File: config.mk
export PLATFORM = sky130hd
export DESIGN_NAME = lsu_store_buffer
export DESIGN_NICKNAME = d
export VERILOG_FILES = /design/src/rtl/lsu_store_buffer_pkg.sv /design/src/rtl/lsu_store_buffer_align.sv /design/src/rtl/lsu_store_buffer.sv
export SDC_FILE = /design/constraint.sdc
export NUM_CORES = 1
export LEC_CHECK = 0
export CORE_ASPECT_RATIO = 1.1
export CORE_MARGIN = 5
export CORE_UTILIZATION = 58
export CTS_CLUSTER_SIZE = 24
export DETAILED_ROUTE_END_ITERATION = 8
export GPL_TIMING_DRIVEN = 0
export PLACE_DENSITY = 0.86
export SYNTH_ARGS = -nofsm -noshare
export SYNTH_HDL_FRONTEND = slang
export SYNTH_SLANG_ARGS = --single-unit
export TNS_END_PERCENT = 30
File: constraint.sdc
create_clock -name Clk -period 4.3 [get_ports Clk]
set_input_delay 0.43 -clock Clk [delete_from_list [all_inputs] [get_ports Clk]]
set_output_delay 0.43 -clock Clk [all_outputs]
set_load 0.01 [all_outputs]
File: src/rtl/lsu_store_buffer_pkg.sv
// Shared definitions for the LSU store buffer: request opcodes, byte-enable
// constants, default geometry and opcode classification helpers.
package lsu_store_buffer_pkg;

  typedef enum logic [2:0] {
    OP_LW  = 3'd0,
    OP_LH  = 3'd1,
    OP_LHU = 3'd2,
    OP_LB  = 3'd3,
    OP_LBU = 3'd4,
    OP_SW  = 3'd5,
    OP_SH  = 3'd6,
    OP_SB  = 3'd7
  } op_e;

  localparam logic [3:0] BE_NONE    = 4'b0000;
  localparam logic [3:0] BE_WORD    = 4'b1111;
  localparam logic [3:0] BE_HALF_LO = 4'b0011;
  localparam logic [3:0] BE_HALF_HI = 4'b1100;
  localparam logic [3:0] BE_BYTE0   = 4'b0001;

  localparam int unsigned DEPTH_DEFAULT = 4;
  localparam int unsigned AW_DEFAULT    = 11;

  function automatic logic op_is_store(op_e op);
    return (op == OP_SW) || (op == OP_SH) || (op == OP_SB);
  endfunction

  function automatic logic op_misaligned(op_e op, logic [1:0] off);
    logic mis;
    mis = 1'b0;
    case (op)
      OP_LW, OP_SW:         mis = (off != 2'b00);
      OP_LH, OP_LHU, OP_SH: mis = off[0];
      default:              mis = 1'b0;
    endcase
    return mis;
  endfunction

endpackage

File: src/rtl/lsu_store_buffer_align.sv
// Combinational lane steering: store byte enables / replicated write data,
// and load byte/half extraction with sign or zero extension.
module lsu_align
  import lsu_store_buffer_pkg::*;
(
  input  logic [2:0]  op,
  input  logic [1:0]  off,
  input  logic [31:0] st_data,
  output logic [3:0]  st_be,
  output logic [31:0] st_wd,
  input  logic [31:0] rd_data,
  output logic [31:0] ld_data
);

  op_e         op_t;
  logic [7:0]  byte_sel;
  logic [15:0] half_sel;

  assign op_t     = op_e'(op);
  assign half_sel = off[1] ? rd_data[31:16] : rd_data[15:0];

  always_comb begin
    st_be = BE_NONE;
    st_wd = st_data;
    case (op_t)
      OP_SW: st_be = BE_WORD;
      OP_SH: begin
        st_be = off[1] ? BE_HALF_HI : BE_HALF_LO;
        st_wd = {2{st_data[15:0]}};
      end
      OP_SB: begin
        st_be = BE_BYTE0 << off;
        st_wd = {4{st_data[7:0]}};
      end
      default: ;
    endcase
  end

  always_comb begin
    byte_sel = rd_data[7:0];
    case (off)
      2'd1:    byte_sel = rd_data[15:8];
      2'd2:    byte_sel = rd_data[23:16];
      2'd3:    byte_sel = rd_data[31:24];
      default: byte_sel = rd_data[7:0];
    endcase
  end

  always_comb begin
    ld_data = rd_data;
    case (op_t)
      OP_LH:   ld_data = {{16{half_sel[15]}}, half_sel};
      OP_LHU:  ld_data = {16'h0000, half_sel};
      OP_LB:   ld_data = {{24{byte_sel[7]}}, byte_sel};
      OP_LBU:  ld_data = {24'h000000, byte_sel};
      default: ld_data = rd_data;
    endcase
  end

endmodule

File: src/rtl/lsu_store_buffer.sv
// Load/store front end: aligned stores queue in a small FIFO that drains when
// the memory port is idle; loads bypass the queue unless a word hazard exists.
module lsu_store_buffer
  import lsu_store_buffer_pkg::*;
#(
  parameter int unsigned DEPTH = DEPTH_DEFAULT,
  parameter int unsigned AW    = AW_DEFAULT
) (
  input  logic          Clk,
  input  logic          Reset_n,
  input  logic          Req_Valid,
  output logic          Req_Ready,
  input  logic [2:0]    Req_Op,
  input  logic [31:0]   Req_Addr,
  input  logic [31:0]   Req_WData,
  output logic          Ld_Valid,
  output logic [31:0]   Ld_Data,
  output logic          Exc_AdEL,
  output logic          Exc_AdES,
  output logic          Buf_Empty,
  output logic          DM_We,
  output logic [AW-1:0] DM_A,
  output logic [3:0]    DM_BE,
  output logic [31:0]   DM_WD,
  input  logic [31:0]   DM_RD
);

  localparam int unsigned PW   = $clog2(DEPTH);
  localparam logic [PW:0] FULL = (PW+1)'(DEPTH);

  logic [AW-1:0]    ent_a  [DEPTH];
  logic [3:0]       ent_be [DEPTH];
  logic [31:0]      ent_wd [DEPTH];
  logic [DEPTH-1:0] ent_v;
  logic [PW-1:0]    head, tail;
  logic [PW:0]      count;

  op_e           op;
  logic [1:0]    off;
  logic [AW-1:0] req_wa;
  logic          is_st, mis, hazard, load_acc, drain, push;
  logic [3:0]    al_be;
  logic [31:0]   al_wd, al_ld;
  logic          unused_addr;

  assign op          = op_e'(Req_Op);
  assign off         = Req_Addr[1:0];
  assign req_wa      = Req_Addr[AW+1:2];
  assign is_st       = op_is_store(op);
  assign mis         = op_misaligned(op, off);
  assign unused_addr = ^Req_Addr[31:AW+2];

  lsu_align u_align (
    .op      (Req_Op),
    .off     (off),
    .st_data (Req_WData),
    .st_be   (al_be),
    .st_wd   (al_wd),
    .rd_data (DM_RD),
    .ld_data (al_ld)
  );

  always_comb begin
    hazard = 1'b0;
    for (int unsigned i = 0; i < DEPTH; i++) begin
      if (ent_v[i] && (ent_a[i] == req_wa)) hazard = 1'b1;
    end
  end

  assign load_acc  = Req_Valid && !is_st && !mis && !hazard;
  assign drain     = (count != '0) && !load_acc;
  assign push      = Req_Valid && is_st && !mis && ((count != FULL) || drain);
  assign Buf_Empty = (count == '0);

  always_comb begin
    Req_Ready = 1'b1;
    if (mis)         Req_Ready = 1'b1;
    else if (!is_st) Req_Ready = !hazard;
    else             Req_Ready = (count != FULL) || drain;
  end

  always_comb begin
    DM_We = 1'b0;
    DM_A  = '0;
    DM_BE = BE_NONE;
    DM_WD = '0;
    if (load_acc) begin
      DM_A = req_wa;
    end else if (drain) begin
      DM_We = 1'b1;
      DM_A  = ent_a[head];
      DM_BE = ent_be[head];
      DM_WD = ent_wd[head];
    end
  end

  always_ff @(posedge Clk or negedge Reset_n) begin
    if (!Reset_n) begin
      head     <= '0;
      tail     <= '0;
      count    <= '0;
      ent_v    <= '0;
      Ld_Valid <= 1'b0;
      Ld_Data  <= '0;
      Exc_AdEL <= 1'b0;
      Exc_AdES <= 1'b0;
    end else begin
      // On a full-buffer push+drain head==tail; the push's set must win.
      if (drain) begin
        head        <= head + PW'(1);
        ent_v[head] <= 1'b0;
      end
      if (push) begin
        tail        <= tail + PW'(1);
        ent_v[tail] <= 1'b1;
      end
      case ({push, drain})
        2'b10:   count <= count + (PW+1)'(1);
        2'b01:   count <= count - (PW+1)'(1);
        default: count <= count;
      endcase
      Ld_Valid <= load_acc;
      if (load_acc) Ld_Data <= al_ld;
      Exc_AdEL <= Req_Valid && mis && !is_st;
      Exc_AdES <= Req_Valid && mis && is_st;
    end
  end

  always_ff @(posedge Clk) begin
    if (push) begin
      ent_a[tail]  <= req_wa;
      ent_be[tail] <= al_be;
      ent_wd[tail] <= al_wd;
    end
  end

endmodule

==> summary.txt, run 1 <==
drt first pass iters: 5
Syn Std Cell Area: 11100 um^2
clock tree buffer depth: 3
GRT Total Usage: 25.7%
fin crit share: 92.4%
PostCTS Resize Cnt: 0
Net Switching: 0.00227 W
CP max stage delay: 0.63 ns
async set or reset register ratio after synthesis: 19.7%
Critical Path End Type: primary output
Critical R2R Launch: ent_a[2][8]
diodes inserted: 0
CP max stage cell: clkdlybuf4s50_1
Sink Count: 234
R2R depth: 11
root buffer cell: clkbuf_16
total wire length: 28200 um
met2 WL: 14600 um
post-route minimum period: 3.97 ns
Detail Placement HPWL: 19400 um
Worst-Margin Slew: 0.899 ns
clock buffer count from CTS: 24
Final ANT Viol Nets: 0
Top Ports: 187
Net count, final: 1066
RSZ-0062 raised after global routing: no
height of the die: 155 um
highest metal used: met4
Worst-Skew Late Latency: 0.51 ns
Max-Cap Viols: 0
Yosys reg bits: 234
met1 WL: 10400 um
status: complete, no violations
clock slew seen by the registers of the worst setup and hold paths: 0.06 ns
via count: 7446
die area: 22000 um^2
reg-to-reg endpoint: count[1]
met3 routed wirelength: 2390 um
Area Overhead vs Synth: 25.5%
Avg Cell Area, Syn: 14.6 um^2
Startpoint Class: input pin
# setup viols final: 0
Port Buffer Count: 164
CP cell instances: clkdlybuf4s50_1 -> buf_4 -> xnor2_1 -> nand4_1 -> nor3_1 -> nor4_2 -> nand2_4 -> inv_2 -> buf_2 -> o21ai_0 -> clkdlybuf4s50_1
share of layout cells above drive strength 1: 16.0%
Syn Nets: 870
Post-synth EDFFs: 188
Crit path top cell by count: clkdlybuf4s50_1
Slew HR: 40.1%
path category of the worst min-delay check: input pin to async pin
Setup Crit Path Kind: input pin to primary output
initial DRC count: 630
Internal: 0.00534 W
Fin Clk Skew: 0.00583 ns
Clk pwr share: 27.1%
largest net degree at the start of global routing: 37
synthesized instance count: 759
Core Region: 19000 um^2
FMAX: 252 MHz
Post-synth top flop: edfxtp_1
Pleak: 4.90 nW
drt via density: 6.12
worst path required time: 3.87 ns
fin. max-slew vios: 0
Gate power share: 36.1%
Setup crit start: Req_Addr[12]
chip width: 142 um
Seq pwr share: 36.9%
CTS tree: yes
row count: 53
switching share of power: 29.8%
vias in the first global route: 7883
H-tree levels: 1
GP Congestion: 0.892
fillcell total: 1225
synthesis warning total: 0
Seq/Total Area, Yosys: 61.2%
WP data arrival: 3.54 ns
Starting Density: 58.5%
first-pass GRT wire length: 43800 um
final hold violations: 0
reg2reg setup slack: 1.22 ns
total power: 0.00761 W
Crit Path Max Fanout: 10
power per cell area: 546 nW/um^2
routed length per instance: 23.2 um
initial antenna violation count: 0
total gr overflow: 0
Residual DRC: 0
total negative slack: 0 ns
count of cell types in the netlist: 56
VDD IR-drop max: 0.410 mV
[per-layer routing]
layer	global-route usage, %	vias up
met2	45.1	405
met1	32.8	3697
met3	4.24	66
met4	8.09	0
met5	0	-
li1	-	3278
[synthesized netlist by cell type, drive strengths merged (3+ instances only)]
master | n | share of area (%)
o21ai | 60 | 2.8
o22ai | 8 | 0.45
mux4 | 55 | 11
a221oi | 7 | 0.55
nor3 | 9 | 0.41
mux2 | 19 | 2.0
nand3 | 13 | 0.59
a41oi | 4 | 0.32
inv | 40 | 1.4
mux2i | 29 | 2.6
xnor2 | 46 | 3.6
nor2b | 46 | 2.6
nor2 | 13 | 0.46
nand4 | 24 | 1.4
a21oi | 31 | 1.4
a22oi | 3 | 0.25
ha | 8 | 0.90
edfxtp | 188 | 51
nand2 | 31 | 1.1
buf | 30 | 1.8
dfrtp | 46 | 10
clkbuf | 23 | 0.78
[how the worst max path moves through the flow]
stage	end
global route	DM_WD[0]
floorplan	ent_a[0][0]
detailed placement	DM_A[1]
global placement	ent_wd[0][20]
finish	DM_A[1]
CTS	DM_A[1]
[state kept, by name (all words and copies together) (netlist names)]
name and cells:
ent_wd 128, ent_a 44, Ld_Data 32, ent_be 16
ent_v 4, count 3, head 2, tail 2
Exc_AdEL 1, Exc_AdES 1, Ld_Valid 1
[layout by cell type, fill, tap and decap left out, drive strengths merged, types with 3 or more instances in the layout]
master and n:
nor3 9, edfxtp 188, nor2 13, mux4 55
nand3 13, clkdlybuf4s50 163, a21oi 31, clkinv 7
o22ai 8, nand2 31, inv 40, o21ai 60
clkbuf 52, ha 8, xnor2 46, bufinv 3
nor2b 46, buf 36, a22oi 3, mux2 19
mux2i 29, nand4 24, dfrtp 46, a221oi 7
a41oi 4
[area by class of cell]
cell class | count | area [um^2] | share of cell area [%]
Clock buffer | 29 | 641 | 4.60
Inverter | 40 | 150 | 1.08
Clock inverter | 11 | 129 | 0.925
Timing Repair Buffer | 170 | 1750 | 12.6
Tap cell | 247 | 309 | 2.22
Sequential cell | 234 | 6800 | 48.8
Buffer | 53 | 288 | 2.06
Multi-Input combinational cell | 432 | 3870 | 27.8
[cell families after synthesis]
family,synth area share [%]
multiplexers,15.7
XOR/XNOR,3.71
AO/OA/AOI/OAI,7.05
AND/OR/NAND/NOR,7.28
buffers and inverters,3.94
flip-flops,61.2
adder cells (fa/ha/maj),1.08
[power groups by stage]
stage | registers, W | logic (W) | clock network, W
5_1_grt | 0.00283 | 0.00293 | 0.00218
6_report | 0.00281 | 0.00274 | 0.00206
3_3_place_gp | 0.00284 | 0.00267 | 0
2_1_floorplan | 0.00285 | 0.00148 | 0
4_1_cts | 0.00280 | 0.00277 | 0.00209
3_5_place_dp | 0.00285 | 0.00273 | 0
[metrics by stage]
| step | util [%] | std cells | instance area, um^2 | setup slack, ns | hold WS, ns |
|---|---|---|---|---|---|
| floorplan | - | 759 | 11100 | 1.45 | 0.134 |
| global placement | 68.8 | 1170 | 13100 | 0.0569 | 0.485 |
| detailed placement | 69.4 | 1175 | 13200 | 0.466 | 0.493 |
| CTS | 73.5 | 1216 | 13900 | 0.411 | 0.486 |
| global route | 73.5 | 1216 | 13900 | 0.241 | 0.522 |
| finish | 73.5 | 1216 | 13900 | 0.326 | 0.499 |
[critical path, delay by kind of cell]
| kind | cells | cell delay, ns |
|---|---|---|
| compound gates | 1 | 0.40 |
| buf+inv | 5 | 1.66 |
| xor+xnor | 1 | 0.28 |
| simple gates | 4 | 0.78 |
[what timing repair did]
action	4_1_cts	5_1_grt
hold buffers	1	0
setup buffers	0	0
hold endpoints to repair	25	0
Power figures use the tool's default switching activity.
==> run 2, diff against run 1 <==
==> constraint.sdc (replaced) <==
create_clock -name Clk -period 4.3 [get_ports Clk]
set_input_delay 1.075 -clock Clk [delete_from_list [all_inputs] [get_ports Clk]]
set_output_delay 1.075 -clock Clk [all_outputs]
set_load 0.01 [all_outputs]
==> run 2 against run 1 <==
  * Worst hold slack improved by 0.0049 ns
  * Global-route usage rose by 0.64 points
  * Final area rose by 2.9%
  * Maximum frequency fell by 7.0%
  * Flip-flop and latch count did not move
  * Critical path type unchanged
  * Largest power group unchanged
==> summary.txt, run 2 (synthesis gave the netlist of run 1 again) <==
Worst-Skew Late Latency: 0.51 ns (about the same)
largest net degree at the start of global routing: 37 (unchanged)
Max-Cap Viols: 0 (unchanged)
H-tree levels: 1 (unchanged)
Sink Count: 234 (unchanged)
hold endpoint: Ld_Data[7]
Final ANT Viol Nets: 0 (unchanged)
drt first pass iters: 5 (unchanged)
Slew HR: 39.3% (was 40.1%)
final hold violations: 0 (unchanged)
clock buffer count from CTS: 24 (unchanged)
CP cell instances: clkdlybuf4s15_2 -> buf_6 -> xnor2_1 -> nand4_1 -> nor3_2 -> or4_4 -> o21ai_4 -> buf_12 -> buf_8 -> nor2b_1 -> dlygate4sd2_1 (was clkdlybuf4s50_1 -> buf_4 -> xnor2_1 -> nand4_1 -> nor3_1 -> nor4_2 -> nand2_4 -> inv_2 -> buf_2 -> o21ai_0 -> clkdlybuf4s50_1)
Top Ports: 187 (unchanged)
diodes inserted: 0 (unchanged)
total wire length: 29000 um (was 28200 um)
biggest regs: ent_wd: 128 flops, ent_a: 44 flops, Ld_Data: 32 flops (unchanged)
power per cell area: 530 nW/um^2 (was 546 nW/um^2)
status: complete, no violations (unchanged)
routed length per instance: 23.8 um (was 23.2 um)
fin. max-slew vios: 0 (unchanged)
CP max stage delay: 0.55 ns (was 0.63 ns)
clock slew seen by the registers of the worst setup and hold paths: 0.06 ns (about the same)
FMAX: 234 MHz (was 252 MHz)
Starting Density: 58.5% (unchanged)
initial DRC count: 662 (was 630)
Critical Path End Type: primary output (unchanged)
R2R depth: 12 (was 11)
Core Region: 19000 um^2 (unchanged)
worst path required time: 3.22 ns (was 3.87 ns)
HP Start: Ld_Data[7]
fillcell total: 1156 (was 1225)
first-pass GRT wire length: 44700 um (was 43800 um)
largest reg by FF count: ent_wd (unchanged)
Crit Path Max Fanout: 10 (unchanged)
height of the die: 155 um (unchanged)
Critical R2R Launch: ent_a[0][8] (was ent_a[2][8])
Setup Crit Path Kind: input pin to primary output (unchanged)
total power: 0.00761 W (about the same)
CP max stage cell: or4_4 (was clkdlybuf4s50_1)
Setup crit start: Req_Addr[2] (was Req_Addr[12])
Multi-input gate area: 4130 um^2 (was 3870 um^2)
placed insts: 1175 (unchanged)
final setup margin: 0.0257 ns (was 0.326 ns)
initial antenna violation count: 0 (unchanged)
path category of the worst min-delay check: register to register (was input pin to async pin)
reg2reg setup slack: 1.31 ns (was 1.22 ns)
CTS tree: yes (unchanged)
Port Buffer Count: 164 (unchanged)
clock tree buffer depth: 3 (unchanged)
Hold Path Stages: 1
root buffer cell: clkbuf_16 (unchanged)
Net count, final: 1072 (was 1066)
RSZ-0062 raised after global routing: yes (was no)
fin crit share: 99.4% (was 92.4%)
number of flip-flops in the largest register: 128 (unchanged)
Pleak: 5.25 nW (was 4.90 nW)
GRT Total Usage: 26.3% (was 25.7%)
Area Overhead vs Synth: 29.2% (was 25.5%)
post-route minimum period: 4.27 ns (was 3.97 ns)
# setup viols final: 0 (unchanged)
Residual DRC: 0 (unchanged)
register area: 6800 um^2 (unchanged)
via count: 7644 (was 7446)
vias in the first global route: 8044 (was 7883)
Startpoint Class: input pin (unchanged)
final cell count without fillers: 1222 (was 1216)
most frequent cells in the layout: edfxtp_1 (188), clkdlybuf4s50_1 (102), mux4_2 (55) (was edfxtp_1 (188), clkdlybuf4s50_1 (163), o21ai_0 (55), mux4_2 (55))
share of layout cells above drive strength 1: 22.9% (was 16.0%)
total gr overflow: 0 (unchanged)
row count: 53 (unchanged)
total negative slack: 0 ns (unchanged)
reg-to-reg endpoint: count[1] (unchanged)
Worst-Margin Slew: 0.911 ns (was 0.899 ns)
VDD IR-drop max: 0.417 mV (was 0.410 mV)
GP Congestion: 0.892 (unchanged)
drt via density: 6.26 (was 6.12)
most common cell after layout, fill and taps aside: edfxtp_1 (unchanged)
chip width: 142 um (unchanged)
WP data arrival: 3.20 ns (was 3.54 ns)
Fin Clk Skew: 0.00662 ns (was 0.00583 ns)
die area: 22000 um^2 (unchanged)
DP Worst Slack: -0.824 ns (was 0.466 ns)
Detail Placement HPWL: 19400 um (unchanged)
[run 2: cell types whose count changed in the layout (fill, tap and decap cells not counted), moves of 5 or more]
cell	before	now
clkdlybuf4s50_1	163	102
dlygate4sd2_1	0	25
xnor2_1	46	23
xnor2_2	0	22
clkdlybuf4s15_1	0	20
clkdlybuf4s15_2	0	10
nor2b_1	46	38
nor2b_2	0	8
buf_6	4	11
clkbuf_1	27	22
[run 2: how the worst max path moves through the flow]
stage | end | slack [ns] | depth (start not counted)
floorplan | DM_WD[0] | 0.65 | 8
global placement | DM_A[1] | -0.80 | 11
detailed placement | DM_A[1] | -0.82 | 11
CTS | DM_WD[8] | -0.03 | 11
global route | DM_BE[0] | -0.02 | 11
finish | DM_BE[0] | 0.03 | 11
[run 2: critical path: cells and delay by family]
kind	cells	cell delay, ns
XOR/XNOR	1	0.16
AO/OA/AOI/OAI	1	0.16
buffers and inverters	5	0.97
AND/OR/NAND/NOR	4	0.81
[run 2: timing repair]
item,in CTS,in global routing
resized for setup,165,38
pin swaps,9,8
hold buffers,0,0
setup buffers,6,3
endpoints found under the setup margin,49,47
cloned,1,0
[run 2: metrics by stage]
step	hold WS [ns]	util [%]	instance area, um^2
after floorplan	0.471	-	11100
after global placement	0.485	68.8	13100
after detailed placement	0.493	69.4	13200
after CTS	0.507	75.2	14300
after global routing	0.522	75.6	14300
final	0.504	75.6	14300
[run 2: final cells by class]
type / count / share of cell area (%)
Sequential cell: 234 / 47.4
Timing Repair Buffer: 179 / 12.6
Inverter: 40 / 1.08
Multi-Input combinational cell: 432 / 28.8
Clock inverter: 11 / 0.899
Tap cell: 247 / 2.15
Clock buffer: 29 / 4.47
Buffer: 50 / 2.58
[run 2: power breakdown]
| group | total (W) | switching, W | internal (W) | leakage, nW |
|---|---|---|---|---|
| Clock | 0.00207 | 0.000836 | 0.00123 | 0.376 |
| Sequential | 0.00281 | 0.000126 | 0.00268 | 2.27 |
| Combinational | 0.00273 | 0.00135 | 0.00138 | 2.60 |
| Total | 0.00761 | 0.00231 | 0.00530 | 5.25 |
[run 2: layer usage]
layer | global-route usage [%] | share of wire, %
met1 | 32.7 | 36
met4 | 9.14 | 2.9
met2 | 46.5 | 52
met3 | 4.80 | 8.8
met5 | 0 | 0
